File: src/rtl/masked_sbox_sequencer_if.sv
// Bundle of the handshake, share and component signals of masked_sbox_sequencer.
//   in_valid / in_ready             : input state handshake (master -> slave)
//   in_share1..3                    : input shares, nibble k = bits [4k+3:4k]
//   out_valid / out_ready           : result handshake (slave -> master)
//   out_share1..3                   : result shares, valid only while out_valid
//   comp_in1..3                     : registered drive into the external quadratic component
//   comp_out1..3                    : component outputs, one cycle after comp_in
// The slave modport is the sequencer's view; master is the surrounding system.
interface masked_sbox_sequencer_if #(
    parameter int unsigned NUM_NIBBLES = 16
);
    localparam int unsigned W = 4 * NUM_NIBBLES;

    logic         in_valid;
    logic         in_ready;
    logic [W-1:0] in_share1;
    logic [W-1:0] in_share2;
    logic [W-1:0] in_share3;
    logic         out_valid;
    logic         out_ready;
    logic [W-1:0] out_share1;
    logic [W-1:0] out_share2;
    logic [W-1:0] out_share3;
    logic [3:0]   comp_in1;
    logic [3:0]   comp_in2;
    logic [3:0]   comp_in3;
    logic [3:0]   comp_out1;
    logic [3:0]   comp_out2;
    logic [3:0]   comp_out3;

    modport slave (
        input  in_valid, in_share1, in_share2, in_share3, out_ready,
        input  comp_out1, comp_out2, comp_out3,
        output in_ready, out_valid, out_share1, out_share2, out_share3,
        output comp_in1, comp_in2, comp_in3
    );

    modport master (
        output in_valid, in_share1, in_share2, in_share3, out_ready,
        output comp_out1, comp_out2, comp_out3,
        input  in_ready, out_valid, out_share1, out_share2, out_share3,
        input  comp_in1, comp_in2, comp_in3
    );
endinterface

File: src/rtl/masked_sbox_sequencer.sv
// Nibble-serial sequencer for the 3-share second-order masked Midori S-box layer.
// A full 3-share state is buffered, then every nibble is streamed twice through an external
// registered quadratic component (1-cycle latency). Share-wise affine maps (bit permutation
// on all shares, constant on share 1 only) are applied around each pass; shares never mix.
// Ports:
//   clk     : clock
//   rst_n   : asynchronous active-low reset
//   bus_io  : slave modport carrying in/out handshakes, shares and the component link
module masked_sbox_sequencer #(
    parameter int unsigned NUM_NIBBLES = 16,
    parameter logic [7:0]  PERM_IN     = 8'hE4,
    parameter logic [3:0]  CONST_IN    = 4'h0,
    parameter logic [7:0]  PERM_MID    = 8'hE4,
    parameter logic [3:0]  CONST_MID   = 4'h0,
    parameter logic [7:0]  PERM_OUT    = 8'hE4,
    parameter logic [3:0]  CONST_OUT   = 4'h0
) (
    input logic                    clk,
    input logic                    rst_n,
    masked_sbox_sequencer_if.slave bus_io
);
    localparam int unsigned W    = 4 * NUM_NIBBLES;
    localparam int unsigned CntW = $clog2(NUM_NIBBLES + 2);
    localparam logic [CntW-1:0] CntLast = CntW'(NUM_NIBBLES + 1);
    localparam logic [CntW-1:0] CntLoad = CntW'(NUM_NIBBLES);
    localparam logic [7:0] PermId = 8'hE4;

    typedef enum logic [1:0] {StIdle, StPass1, StPass2, StDone} state_e;

    state_e          state_q, state_d;
    logic [CntW-1:0] cnt_q, cnt_d;
    logic [W-1:0]    share1_q, share1_d;
    logic [W-1:0]    share2_q, share2_d;
    logic [W-1:0]    share3_q, share3_d;
    logic [3:0]      comp1_q, comp1_d;
    logic [3:0]      comp2_q, comp2_d;
    logic [3:0]      comp3_q, comp3_d;

    logic       in_fire, out_fire, busy, pass_end, load_en, cap_en;
    logic [7:0] load_perm, cap_perm;
    logic [3:0] load_const, cap_const;
    logic [3:0] ld1, ld2, ld3;

    // Output bit j takes input bit p[2j+1:2j].
    function automatic logic [3:0] perm_nib(input logic [3:0] n, input logic [7:0] p);
        logic [3:0] o;
        for (int j = 0; j < 4; j++) begin
            o[j] = n[p[2*j +: 2]];
        end
        return o;
    endfunction

    assign busy     = (state_q == StPass1) || (state_q == StPass2);
    assign in_fire  = bus_io.in_valid && (state_q == StIdle);
    assign out_fire = bus_io.out_ready && (state_q == StDone);
    assign pass_end = busy && (cnt_q == CntLast);
    assign load_en  = busy && (cnt_q < CntLoad);
    // Component output for nibble k appears two steps after it was loaded.
    assign cap_en   = busy && (cnt_q >= CntW'(2));

    assign load_perm  = (state_q == StPass1) ? PERM_IN   : PermId;
    assign load_const = (state_q == StPass1) ? CONST_IN  : 4'h0;
    assign cap_perm   = (state_q == StPass1) ? PERM_MID  : PERM_OUT;
    assign cap_const  = (state_q == StPass1) ? CONST_MID : CONST_OUT;

    // State register
    always_ff @(posedge clk or negedge rst_n) begin
        if (!rst_n) begin
            state_q <= StIdle;
        end else begin
            state_q <= state_d;
        end
    end

    // Next-state logic
    always_comb begin
        state_d = state_q;
        unique case (state_q)
            StIdle:  if (in_fire)  state_d = StPass1;
            StPass1: if (pass_end) state_d = StPass2;
            StPass2: if (pass_end) state_d = StDone;
            StDone:  if (out_fire) state_d = StIdle;
            default: state_d = StIdle;
        endcase
    end

    // Outputs; the component is driven only from registers.
    always_comb begin
        bus_io.in_ready   = (state_q == StIdle);
        bus_io.out_valid  = (state_q == StDone);
        bus_io.out_share1 = share1_q;
        bus_io.out_share2 = share2_q;
        bus_io.out_share3 = share3_q;
        bus_io.comp_in1   = comp1_q;
        bus_io.comp_in2   = comp2_q;
        bus_io.comp_in3   = comp3_q;
    end

    // Datapath next state. Load reads nibble cnt, capture writes nibble cnt-2: never the same.
    always_comb begin
        cnt_d    = cnt_q;
        share1_d = share1_q;
        share2_d = share2_q;
        share3_d = share3_q;
        comp1_d  = comp1_q;
        comp2_d  = comp2_q;
        comp3_d  = comp3_q;
        ld1      = 4'h0;
        ld2      = 4'h0;
        ld3      = 4'h0;
        for (int k = 0; k < int'(NUM_NIBBLES); k++) begin
            if (cnt_q == CntW'(k)) begin
                ld1 = share1_q[4*k +: 4];
                ld2 = share2_q[4*k +: 4];
                ld3 = share3_q[4*k +: 4];
            end
        end
        if (in_fire) begin
            share1_d = bus_io.in_share1;
            share2_d = bus_io.in_share2;
            share3_d = bus_io.in_share3;
            cnt_d    = '0;
        end else if (busy) begin
            cnt_d = pass_end ? '0 : cnt_q + CntW'(1);
            if (load_en) begin
                comp1_d = perm_nib(ld1, load_perm) ^ load_const;
                comp2_d = perm_nib(ld2, load_perm);
                comp3_d = perm_nib(ld3, load_perm);
            end
            if (cap_en) begin
                for (int k = 0; k < int'(NUM_NIBBLES); k++) begin
                    if (cnt_q == CntW'(k + 2)) begin
                        share1_d[4*k +: 4] = perm_nib(bus_io.comp_out1, cap_perm) ^ cap_const;
                        share2_d[4*k +: 4] = perm_nib(bus_io.comp_out2, cap_perm);
                        share3_d[4*k +: 4] = perm_nib(bus_io.comp_out3, cap_perm);
                    end
                end
            end
        end
    end

    always_ff @(posedge clk or negedge rst_n) begin
        if (!rst_n) begin
            cnt_q    <= '0;
            share1_q <= '0;
            share2_q <= '0;
            share3_q <= '0;
            comp1_q  <= '0;
            comp2_q  <= '0;
            comp3_q  <= '0;
        end else begin
            cnt_q    <= cnt_d;
            share1_q <= share1_d;
            share2_q <= share2_d;
            share3_q <= share3_d;
            comp1_q  <= comp1_d;
            comp2_q  <= comp2_d;
            comp3_q  <= comp3_d;
        end
    end
endmodule

File: src/flat_wrapper.sv
// flat-port wrapper written by rule: the top's interface ports become plain ports
module masked_sbox_sequencer_flat 
#(
    parameter int unsigned NUM_NIBBLES = 16,
    parameter logic [7:0]  PERM_IN     = 8'hE4,
    parameter logic [3:0]  CONST_IN    = 4'h0,
    parameter logic [7:0]  PERM_MID    = 8'hE4,
    parameter logic [3:0]  CONST_MID   = 4'h0,
    parameter logic [7:0]  PERM_OUT    = 8'hE4,
    parameter logic [3:0]  CONST_OUT   = 4'h0
)
  (clk, rst_n, bus_io_in_valid, bus_io_in_share1, bus_io_in_share2, bus_io_in_share3, bus_io_out_ready, bus_io_comp_out1, bus_io_comp_out2, bus_io_comp_out3, bus_io_in_ready, bus_io_out_valid, bus_io_out_share1, bus_io_out_share2, bus_io_out_share3, bus_io_comp_in1, bus_io_comp_in2, bus_io_comp_in3);
  masked_sbox_sequencer_if #(.NUM_NIBBLES(NUM_NIBBLES)) bus_io_i ();
  input logic clk;
  input logic rst_n;
  input wire logic [$bits(bus_io_i.in_valid)-1:0] bus_io_in_valid;
  input wire logic [$bits(bus_io_i.in_share1)-1:0] bus_io_in_share1;
  input wire logic [$bits(bus_io_i.in_share2)-1:0] bus_io_in_share2;
  input wire logic [$bits(bus_io_i.in_share3)-1:0] bus_io_in_share3;
  input wire logic [$bits(bus_io_i.out_ready)-1:0] bus_io_out_ready;
  input wire logic [$bits(bus_io_i.comp_out1)-1:0] bus_io_comp_out1;
  input wire logic [$bits(bus_io_i.comp_out2)-1:0] bus_io_comp_out2;
  input wire logic [$bits(bus_io_i.comp_out3)-1:0] bus_io_comp_out3;
  output wire logic [$bits(bus_io_i.in_ready)-1:0] bus_io_in_ready;
  output wire logic [$bits(bus_io_i.out_valid)-1:0] bus_io_out_valid;
  output wire logic [$bits(bus_io_i.out_share1)-1:0] bus_io_out_share1;
  output wire logic [$bits(bus_io_i.out_share2)-1:0] bus_io_out_share2;
  output wire logic [$bits(bus_io_i.out_share3)-1:0] bus_io_out_share3;
  output wire logic [$bits(bus_io_i.comp_in1)-1:0] bus_io_comp_in1;
  output wire logic [$bits(bus_io_i.comp_in2)-1:0] bus_io_comp_in2;
  output wire logic [$bits(bus_io_i.comp_in3)-1:0] bus_io_comp_in3;
  assign bus_io_i.in_valid = bus_io_in_valid;
  assign bus_io_i.in_share1 = bus_io_in_share1;
  assign bus_io_i.in_share2 = bus_io_in_share2;
  assign bus_io_i.in_share3 = bus_io_in_share3;
  assign bus_io_i.out_ready = bus_io_out_ready;
  assign bus_io_i.comp_out1 = bus_io_comp_out1;
  assign bus_io_i.comp_out2 = bus_io_comp_out2;
  assign bus_io_i.comp_out3 = bus_io_comp_out3;
  assign bus_io_in_ready = bus_io_i.in_ready;
  assign bus_io_out_valid = bus_io_i.out_valid;
  assign bus_io_out_share1 = bus_io_i.out_share1;
  assign bus_io_out_share2 = bus_io_i.out_share2;
  assign bus_io_out_share3 = bus_io_i.out_share3;
  assign bus_io_comp_in1 = bus_io_i.comp_in1;
  assign bus_io_comp_in2 = bus_io_i.comp_in2;
  assign bus_io_comp_in3 = bus_io_i.comp_in3;
  masked_sbox_sequencer #(.NUM_NIBBLES(NUM_NIBBLES), .PERM_IN(PERM_IN), .CONST_IN(CONST_IN), .PERM_MID(PERM_MID), .CONST_MID(CONST_MID), .PERM_OUT(PERM_OUT), .CONST_OUT(CONST_OUT)) u_core (.clk(clk), .rst_n(rst_n), .bus_io(bus_io_i));
endmodule
File: config.mk
export PLATFORM = sky130hd
export DESIGN_NAME = masked_sbox_sequencer_flat
export DESIGN_NICKNAME = d
export VERILOG_FILES = /design/src/rtl/masked_sbox_sequencer_if.sv /design/src/rtl/masked_sbox_sequencer.sv /design/src/flat_wrapper.sv
export SDC_FILE = /design/constraint.sdc
export NUM_CORES = 1
export LEC_CHECK = 0
export CAP_MARGIN = 20
export CORE_MARGIN = 2
export CORE_UTILIZATION = 41
export DETAILED_ROUTE_END_ITERATION = 6
export PLACE_DENSITY = 0.85
export SYNTH_ARGS = -nofsm -noshare
export SYNTH_HDL_FRONTEND = slang
export SYNTH_SLANG_ARGS = --single-unit
export TNS_END_PERCENT = 30
File: constraint.sdc
create_clock -name clk -period 2.8 [get_ports clk]
set_clock_uncertainty 0.05 [all_clocks]
set_input_delay 0.28 -clock clk [delete_from_list [all_inputs] [get_ports clk]]
set_output_delay 0.28 -clock clk [all_outputs]
set_load 0.02 [all_outputs]
## Word level (Yosys, flattened, before mapping)

Cells that the tools add are included.
Widths: inputs -> output; s select.

- $add $sub $neg: 1
- $lt $le $gt $ge: 2
- Equal/unequal tests: 24
- Mux-type cells: 113
- Bitwise logic cells: 1
- Reductions and logical operators: 44

Operator list:

| operator | count |
|---|---|
| $mux 64 | 9 |
| $mux 4 | 96 |
| $reduce_and 3->1 | 17 |
| $eq 5x4->1 const B | 8 |
| $reduce_bool 2->1 | 18 |
| $eq 5x3->1 const B | 4 |
| $mux 5 | 3 |
| $eq 5x2->1 const B | 2 |
| $eq 5x5->1 const B | 2 |
| $mux 2 | 4 |
| $ne 2x1->1 const B | 4 |
| $pmux 2 s4 | 1 |
| $add 5x1->5 const B | 1 |
| $eq 5x1->1 const B | 1 |
| $ge 5x2->1 const B | 1 |
| $logic_and 1x1->1 | 5 |
| $logic_not 5->1 | 1 |
| $lt 5x5->1 const B | 1 |
| $eq 2x2->1 const B | 2 |
| $reduce_and 4->1 | 1 |
| $eq 2x1->1 const B | 1 |
| $logic_not 2->1 | 1 |
| $logic_or 1x1->1 | 1 |
| $not 1->1 | 1 |

- Register bits after elaboration: 211
- Bits of input ports: 208
- Output and inout bits: 206
- Word-level logic and storage cells: 238

## Logic depth before layout (Yosys ltp)

Gate-level depths: netlist of run 1.

- Word-level depth: 17
- Mapped depth: 12
- Gate-level depth less buffers: 8

## Worst setup path before layout of run 1

No wires, ideal clock.

- Path kind: flip-flop to flip-flop
- Start: register u_core.cnt_q[1]
- End: register u_core.comp2_q[1] (netlist: u_core.bus_io.comp_in2[1])
- Setup time: 0.128 ns
- Data arrival time: 2.535 ns
- Data required time: 2.622 ns
- Slack: 0.087 ns
- Cell stages (with the launch flop): 12
- Path buffers: 5
- Clock period less this slack: 2.713 ns
- Path through: dfrtp_1 -> ha_1 -> buf_2 -> clkbuf_1 -> clkbuf_1 -> and3_1 -> ha_1 -> clkbuf_1 -> clkbuf_1 -> o211ai_1 -> o21ai_0 -> o31ai_1

- Longest elaborated chain between the ends: 17
- Elaborated cells on any way between the ends: 35
- Those cells by class: order compare: 1; eq/ne: 15; mux: 16; reduce/logical: 3

Ends and longest elaborated chain:

| element | RTL line | text |
|---|---|---|
| start, declared | masked_sbox_sequencer.sv:31 | `logic [CntW-1:0] cnt_q, cnt_d;` |
| start signal, assigned | masked_sbox_sequencer.sv:152 | `cnt_q <= cnt_d;` |
| $logic_not 5->1 | masked_sbox_sequencer.sv:112 | `if (cnt_q == CntW'(k)) begin` |
| $mux 4 (16 in series) | masked_sbox_sequencer.sv:112 |  |
| end signal, assigned | masked_sbox_sequencer.sv:157 | `comp2_q <= comp2_d;` |
| end, declared | masked_sbox_sequencer.sv:36 | `logic [3:0] comp2_q, comp2_d;` |

Several ways; a longest one is shown, not always the timed one.
A chain may end at the register's enable or synchronous reset.

## Worst setup path in the final report of run 1

- Start: register u_core.cnt_q[1]
- End: register u_core.comp1_q[0] (netlist: u_core.bus_io.comp_in1[0])

- Longest elaborated chain between the ends: 17
- Elaborated cells on any way between the ends: 35
- Those cells by class: order compare: 1; eq/ne: 15; mux: 16; reduce/logical: 3

Ends and longest elaborated chain:

| element | RTL line | text |
|---|---|---|
| $logic_not 5->1 | masked_sbox_sequencer.sv:112 |  |
| $mux 4 (16 in series) | masked_sbox_sequencer.sv:112 |  |
| end signal, assigned | masked_sbox_sequencer.sv:156 | `comp1_q <= comp1_d;` |
| end, declared | masked_sbox_sequencer.sv:35 | `logic [3:0] comp1_q, comp1_d;` |

Several ways; a longest one is shown, not always the timed one.

==> run_results.csv, run 1 <==
group,metric,value,unit
run_status,status,"finished, final reports clean",
die,die_height,172,um
cells_and_area,drive_gt1_share,9.37,%
worst_setup_path,r2r_cells,9,
die,fp.coreArea,0.0277,mm^2
cts,cts_max_level,1,
worst_setup_path,endpoint_kind,"register",
cts,numCtsBuffers,24,
synthesis,yosys_warnings,0,
worst_setup_path,reg2reg_slack,0.18,ns
synthesis,synth_top_area_share,45.8,%
global_route,grt_pass1_vias,12400,
drt,wl_per_cell,24.8,um
drt,drc,0,
cells_and_area,fin_util,62.1,%
cts,root_buffer,"clkbuf_16",
cells_and_area,final_cell_mix,"clkdlybuf4s50_1, a21oi_1, dfrtp_1, nand2_1, o21ai_0",
cts,max-clock-path-buffers,3,
drt,avgViaCountPerCell,5.95,
die,num_rows,61,
drt,drt-initial-drc-count,1541,
die,io_pins,414,
global_route,grt_start_max_net_pins,106,
placed_design,placed_area,0.0164,mm^2
worst_hold_path,hp-class,"in2async",
global_route,antenna_found_initial,1,
synthesis,syn_area,0.0115,mm^2
drt,drtAntennaViolNets,0,
synthesis,synth_edf_count,0,
sta,setup_violations,0,
worst_setup_path,worstPathArrival,3.03,ns
worst_setup_path,cp.required,3.21,ns
pwr,finalPower,22.8,mW
sta,slew_headroom,33.7,%
run,cap_viol_max_count,0,
sta,setup_tns,0,ns
worst_setup_path,r2r_start,"u_core.cnt_q[1]",
synthesis,ys_seq_area_share,45.8,%
synthesis,synthTopCellsByArea,"dfrtp_1, a21oi_1, o21ai_0, nand2_1, clkbuf_1",
sta,hold_violations,0,
placed_design,dp_hpwl,40.1,mm
synthesis,synthesis.area_per_instance,8.45,um^2
synthesis,synth-seq-cells,211,
sta,fmax,0.381,GHz
cts,cts_tree,"built",
cells_and_area,diodes,0,
synthesis,synth_flop_cell,"dfrtp_1",
drt,route.vias.total,12800,
worst_setup_path,crit_end,"u_core.bus_io.comp_in1[0]",
cts,clock_sinks,211,
die,dieArea,0.0295,mm^2
drt,routed_wl,53.5,mm
worst_setup_path,crit_fanout,16,
cells_and_area,final_common_cell,"clkdlybuf4s50_1",
synthesis,syn-num-nets,1581,
worst_setup_path,r2r_end,"u_core.bus_io.comp_in1[0]",
pwr,vdd_drop_max,0.656,mV
sta,min_period_over_period,93.7,%
pwr,leakage,7.21,nW
cells_and_area,final_nets,1982,
cells_and_area,final_cell_area,0.0172,mm^2
global_route,grt_pass1_wl,78.3,mm
placed_design,portBuffers,413,
global_route,gr-total-overflow,0,
synthesis,synth_top_area_cell,"dfrtp_1",
global_route,grt_use_total,35.5,%
pwr,power.density,1320,mW/mm^2
die,fp.dieW,172,um
synthesis,syn_inst,1364,
die,initial_core_util,41.6,%
worst_setup_path,path_class,"reg2reg",
worst_setup_path,cp-start-kind,"register",
sta,fin_crit,2.62,ns
drt,drt_first_pass_iters,6,
worst_setup_path,crit_start,"u_core.cnt_q[1]",
cts,clk_latency,0.54,ns
sta,worstMarginPinSlew,0.995,ns
placed_design,gp_congestion,1.05,
cells_and_area,syn2layout_area_growth,49.2,%
cells_and_area,fill_cells,2312,
sta,maxSlewViolCount,0,
synthesis,ys_types,76,
synthesis,synthArstFlopShare,100,%
sta,rsz0062_at_grt,"false",
cts,clk_pin_slew_worst_paths,0.07,ns
-- state kept, by name, indices dropped and copies added (netlist names) --
name / count
u_core.cnt_q: 5
u_core.bus_io.comp_in1: 4
u_core.state_q: 2
u_core.bus_io.out_share3: 64
u_core.bus_io.comp_in2: 4
u_core.bus_io.out_share2: 64
u_core.bus_io.out_share1: 64
u_core.bus_io.comp_in3: 4
-- Yosys cell counts (6+ instances only) --
cell        n
nor2_1     72
o211ai_1    7
mux2i_1    13
o22ai_1    15
nor3_1      6
a31oi_1     8
o21ai_1    10
clkbuf_1   83
dfrtp_1   211
nand3_1    14
buf_4      17
a21oi_1   262
nand2_1   203
a21oi_4     8
buf_2      22
ha_1        9
a221oi_1   14
nor2b_1    15
inv_1      17
buf_6       6
o21ai_0   191
o221ai_1   17
a211oi_1   11
and3_1      9
and2_1     16
a21o_1      8
-- worst min path at each step --
stage / end / slack [ns] / cells past startpoint
after floorplan: u_core.bus_io.comp_in1[0] / -0.07 / 0
after global placement: u_core.bus_io.out_share3[60] / 0.05 / 1
after detailed placement: u_core.bus_io.out_share3[60] / 0.05 / 1
after CTS: u_core.bus_io.out_share3[60] / 0.06 / 2
after global routing: u_core.bus_io.out_share3[60] / 0.08 / 2
final: u_core.bus_io.out_share3[60] / 0.05 / 2
-- through the flow --
stage	setup WS, ns	cells	hold WS (ns)
2_1_floorplan	0.0868	1364	-0.0656
3_5_place_dp	-0.0177	2116	0.0473
4_1_cts	0.0278	2160	0.0579
3_3_place_gp	-0.0119	2116	0.0474
5_1_grt	0.0423	2160	0.0823
6_report	0.176	2160	0.0530
-- cell families (layout without fill, tap and decap cells) --
group / count (synthesis) / in the layout / synth area share [%]
AOI/OAI and AO/OA: 603 / 603 / 30.8
xor gates and xnor gates: 1 / 1 / 0.0760
adders and majority gates: 9 / 9 / 0.977
buffers and inverters: 152 / 570 / 6.16
DFF: 211 / 211 / 45.8
muxes: 15 / 15 / 1.32
and+or+nand+nor: 373 / 373 / 14.9
-- worst max-delay path: stages (launching register included) --
cell and delay, ns:
dfrtp_2 0.46, inv_1 0.09, ha_1 0.30, buf_4 0.26, nand4bb_1 0.27, nand2_1 0.22
o221ai_1 0.14, a211o_1 0.31, a211o_1 0.27, a31oi_1 0.16
-- report_power, final --
part | leakage [nW] | internal [mW] | switching, mW
clock network | 0.383 | 1.94 | 1.38
registers | 2.59 | 4.52 | 1.96
logic | 4.23 | 5.60 | 7.36
total | 7.21 | 12.1 | 10.7
-- final cells by class --
| type | instances | area, um^2 | share of cell area, % |
|---|---|---|---|
| tap | 378 | 473 | 2.75 |
| timing repair buffer | 510 | 5010 | 29.1 |
| multi-input combinational | 1001 | 5560 | 32.3 |
| sequential | 211 | 5280 | 30.7 |
| inverter | 17 | 63.8 | 0.371 |
| clock inverter | 13 | 156 | 0.910 |
| clock buffer | 30 | 654 | 3.81 |
-- metal layers --
layer	wire, um	vias up	part of all wire [%]	GRT usage, %
li1	-	5702	-	-
met1	21400	6153	40	48.7
met2	24600	849	46	56.5
met3	5710	138	11	7.09
met4	1780	2	3.3	11.5
met5	13	-	0.024	0
-- timing repair --
item                                    in CTS  in global routing
pin swaps                                    0                  0
gates resized for setup                      1                  5
setup buffers                                0                  0
hold endpoints to repair                   211                  0
endpoints found under the setup margin       1                  4
hold buffers                                 1                  0
Note: power is estimated with default switching activity, not from simulation.
==> inputs of run 2 (changes only) <==
- ABC_CLOCK_PERIOD_IN_PS: not set -> 2800
==> results of run 2 <==
Final layout, timing and power as in run 1 (identical DEF).
==> inputs of run 3 (changes only) <==
- GPL_TIMING_DRIVEN: not set -> 0
==> run 3 against run 2 <==
Effect of this change: the flow now finishes with violations (design-rule violations, negative setup slack); global-route usage grew 6.2 points; register-to-register slack lost 0.18 ns; combinational power grew 6%; largest power group unchanged.
==> run_results.csv, run 3 (synthesis gave the netlist of run 1 again) <==
group,metric,value,unit
die,die_height,172,um
cts,cts_tree,"built",
pwr,p_int,11.8,mW
cells_and_area,final_cell_mix,"clkdlybuf4s50_1, a21oi_1, dfrtp_1, nand2_1, o21ai_0",
cells_and_area,fill_cells,2368,
worst_setup_path,reg2reg_slack,-0.006,ns
sta,rsz0062_at_grt,"true",
die,dieArea,0.0295,mm^2
run_status,status,"finished with violations",
placed_design,dp_hpwl,47.5,mm
sta,hold_violations,0,
die,io_pins,414,
pwr,leakage,7.22,nW
drt,drc,5,
global_route,antenna_found_initial,0,
sta,setup_tns,-0.00551,ns
sta,maxSlewViolCount,0,
sta,layout_setup_ws,-0.00551,ns
sta,setup_violations,1,
worst_setup_path,r2r_cells,10,
die,fp.coreArea,0.0277,mm^2
cells_and_area,drive_gt1_share,10.4,%
worst_setup_path,cp-start-kind,"register",
global_route,grt_start_max_net_pins,108,
placed_design,portBuffers,413,
cts,clk_pin_slew_worst_paths,0.06,ns
pwr,vdd_drop_max,0.627,mV
drt,wl_per_cell,28.8,um
cts,clk_latency,0.55,ns
drt,route.vias.total,13800,
cts,root_buffer,"clkbuf_16",
sta,slew_headroom,42.5,%
drt,drt-initial-drc-count,1996,
cells_and_area,diodes,0,
cts,numCtsBuffers,24,
pwr,combPwrFrac,58.9,%
global_route,grt_pass1_vias,13600,
cells_and_area,fin_util,62.2,%
drt,avgViaCountPerCell,6.29,
cells_and_area,syn2layout_area_growth,49.5,%
die,fp.dieW,172,um
worst_setup_path,cp.required,3.16,ns
worst_setup_path,crit_end,"u_core.bus_io.comp_in3[0]",
worst_setup_path,worstPathArrival,3.17,ns
cells_and_area,final_common_cell,"clkdlybuf4s50_1",
global_route,gr-total-overflow,0,
worst_hold_path,hp-class,"in2reg",
drt,drt_first_pass_iters,7,
pwr,power.switching,11.6,mW
sta,fmax,0.356,GHz
worst_setup_path,r2r_start,"u_core.cnt_q[1]",
placed_design,place_ws,-1.24,ns
drt,drtAntennaViolNets,0,
die,initial_core_util,41.6,%
sta,worstMarginPinSlew,0.862,ns
worst_setup_path,path_class,"reg2reg",
worst_setup_path,crit_fanout,10,
pwr,swShare,49.4,%
pwr,power_frac_seq,27.4,%
worst_setup_path,r2r_end,"u_core.bus_io.comp_in3[0]",
worst_setup_path,crit_start,"u_core.cnt_q[1]",
cts,cts_max_level,1,
pwr,finalPower,23.4,mW
cts,clock_sinks,211,
cells_and_area,final_nets,2014,
pwr,p_clk_share,13.7,%
die,num_rows,61,
cts,max-clock-path-buffers,3,
run_status,violations,"design-rule violations, negative setup slack",
sta,min_period_over_period,100,%
worst_setup_path,endpoint_kind,"register",
pwr,power.density,1360,mW/mm^2
run,cap_viol_max_count,0,
drt,routed_wl,63.1,mm
global_route,grt_pass1_wl,89.3,mm
sta,fin_crit,2.81,ns
global_route,grt_use_total,41.7,%
placed_design,gp_congestion,1.05,
==> run 3: worst min-delay path by stage <==
stage / from / to / slack, ns / depth (start not counted)
2_1_floorplan: rst_n / u_core.bus_io.comp_in1[0] / -0.07 / 0
3_3_place_gp: u_core.bus_io.out_share3[43] / u_core.bus_io.out_share3[43] / 0.44 / 2
3_5_place_dp: rst_n / u_core.bus_io.out_share2[63] / 0.32 / 1
4_1_cts: bus_io_in_share3[60] / u_core.bus_io.out_share3[60] / 0.25 / 3
5_1_grt: bus_io_in_share2[61] / u_core.bus_io.out_share2[61] / 0.27 / 3
6_report: bus_io_in_share3[60] / u_core.bus_io.out_share3[60] / 0.25 / 3
==> run 3: repair_timing <==
item                       CTS  global route
pin swaps                    3             4
hold endpoints to repair   104             0
hold buffers                 1             0
setup buffers                1             1
setup endpoints to repair  177           140
resized for setup           74            57
==> run 3: layout make-up <==
class                      count  area [um^2]  area share (%)
multi-input combinational   1001         5690            33.0
timing repair buffer         418         4210            24.4
buffer                       124          739            4.29
tap                          378          473            2.74
sequential                   211         5280            30.6
clock buffer                  34          668            3.88
inverter                      17         63.8           0.370
clock inverter                 9          109           0.632
==> run 3: metrics by stage <==
step	hold slack, ns	area, um^2	instances
after floorplan	-0.0656	11500	1364
after global placement	0.437	16100	2155
after detailed placement	0.322	16200	2157
after CTS	0.250	17100	2201
after global routing	0.273	17200	2192
final	0.252	17200	2192
==> run 3: power by group through the flow <==
| stage | Clock (mW) | Sequential (mW) | Combinational [mW] |
|---|---|---|---|
| 6_report | 3.21 | 6.42 | 13.8 |
| 5_1_grt | 3.30 | 6.45 | 14.5 |
| 4_1_cts | 3.18 | 6.27 | 13.4 |
| 3_5_place_dp | 0 | 6.28 | 13.1 |
| 3_3_place_gp | 0 | 6.28 | 12.9 |
| 2_1_floorplan | 0 | 7.21 | 5.46 |
==> run 3: critical path, stage by stage (launching register included) <==
cell and delay [ns]:
dfrtp_2 0.44, inv_1 0.09, ha_1 0.24, clkbuf_4 0.24, buf_4 0.24, a21o_1 0.17, a32o_1 0.23, a221oi_4 0.33
o21ai_1 0.17, a31oi_1 0.33, o21ai_0 0.16
==> run 3: routing by layer <==
layer,vias to the layer above,part of all wire (%),track usage (%)
met3,199,11,8.05
met5,-,0,0
li1,5752,-,-
met1,6683,39,56.5
met2,1147,44,64.0
met4,0,5.5,20.2
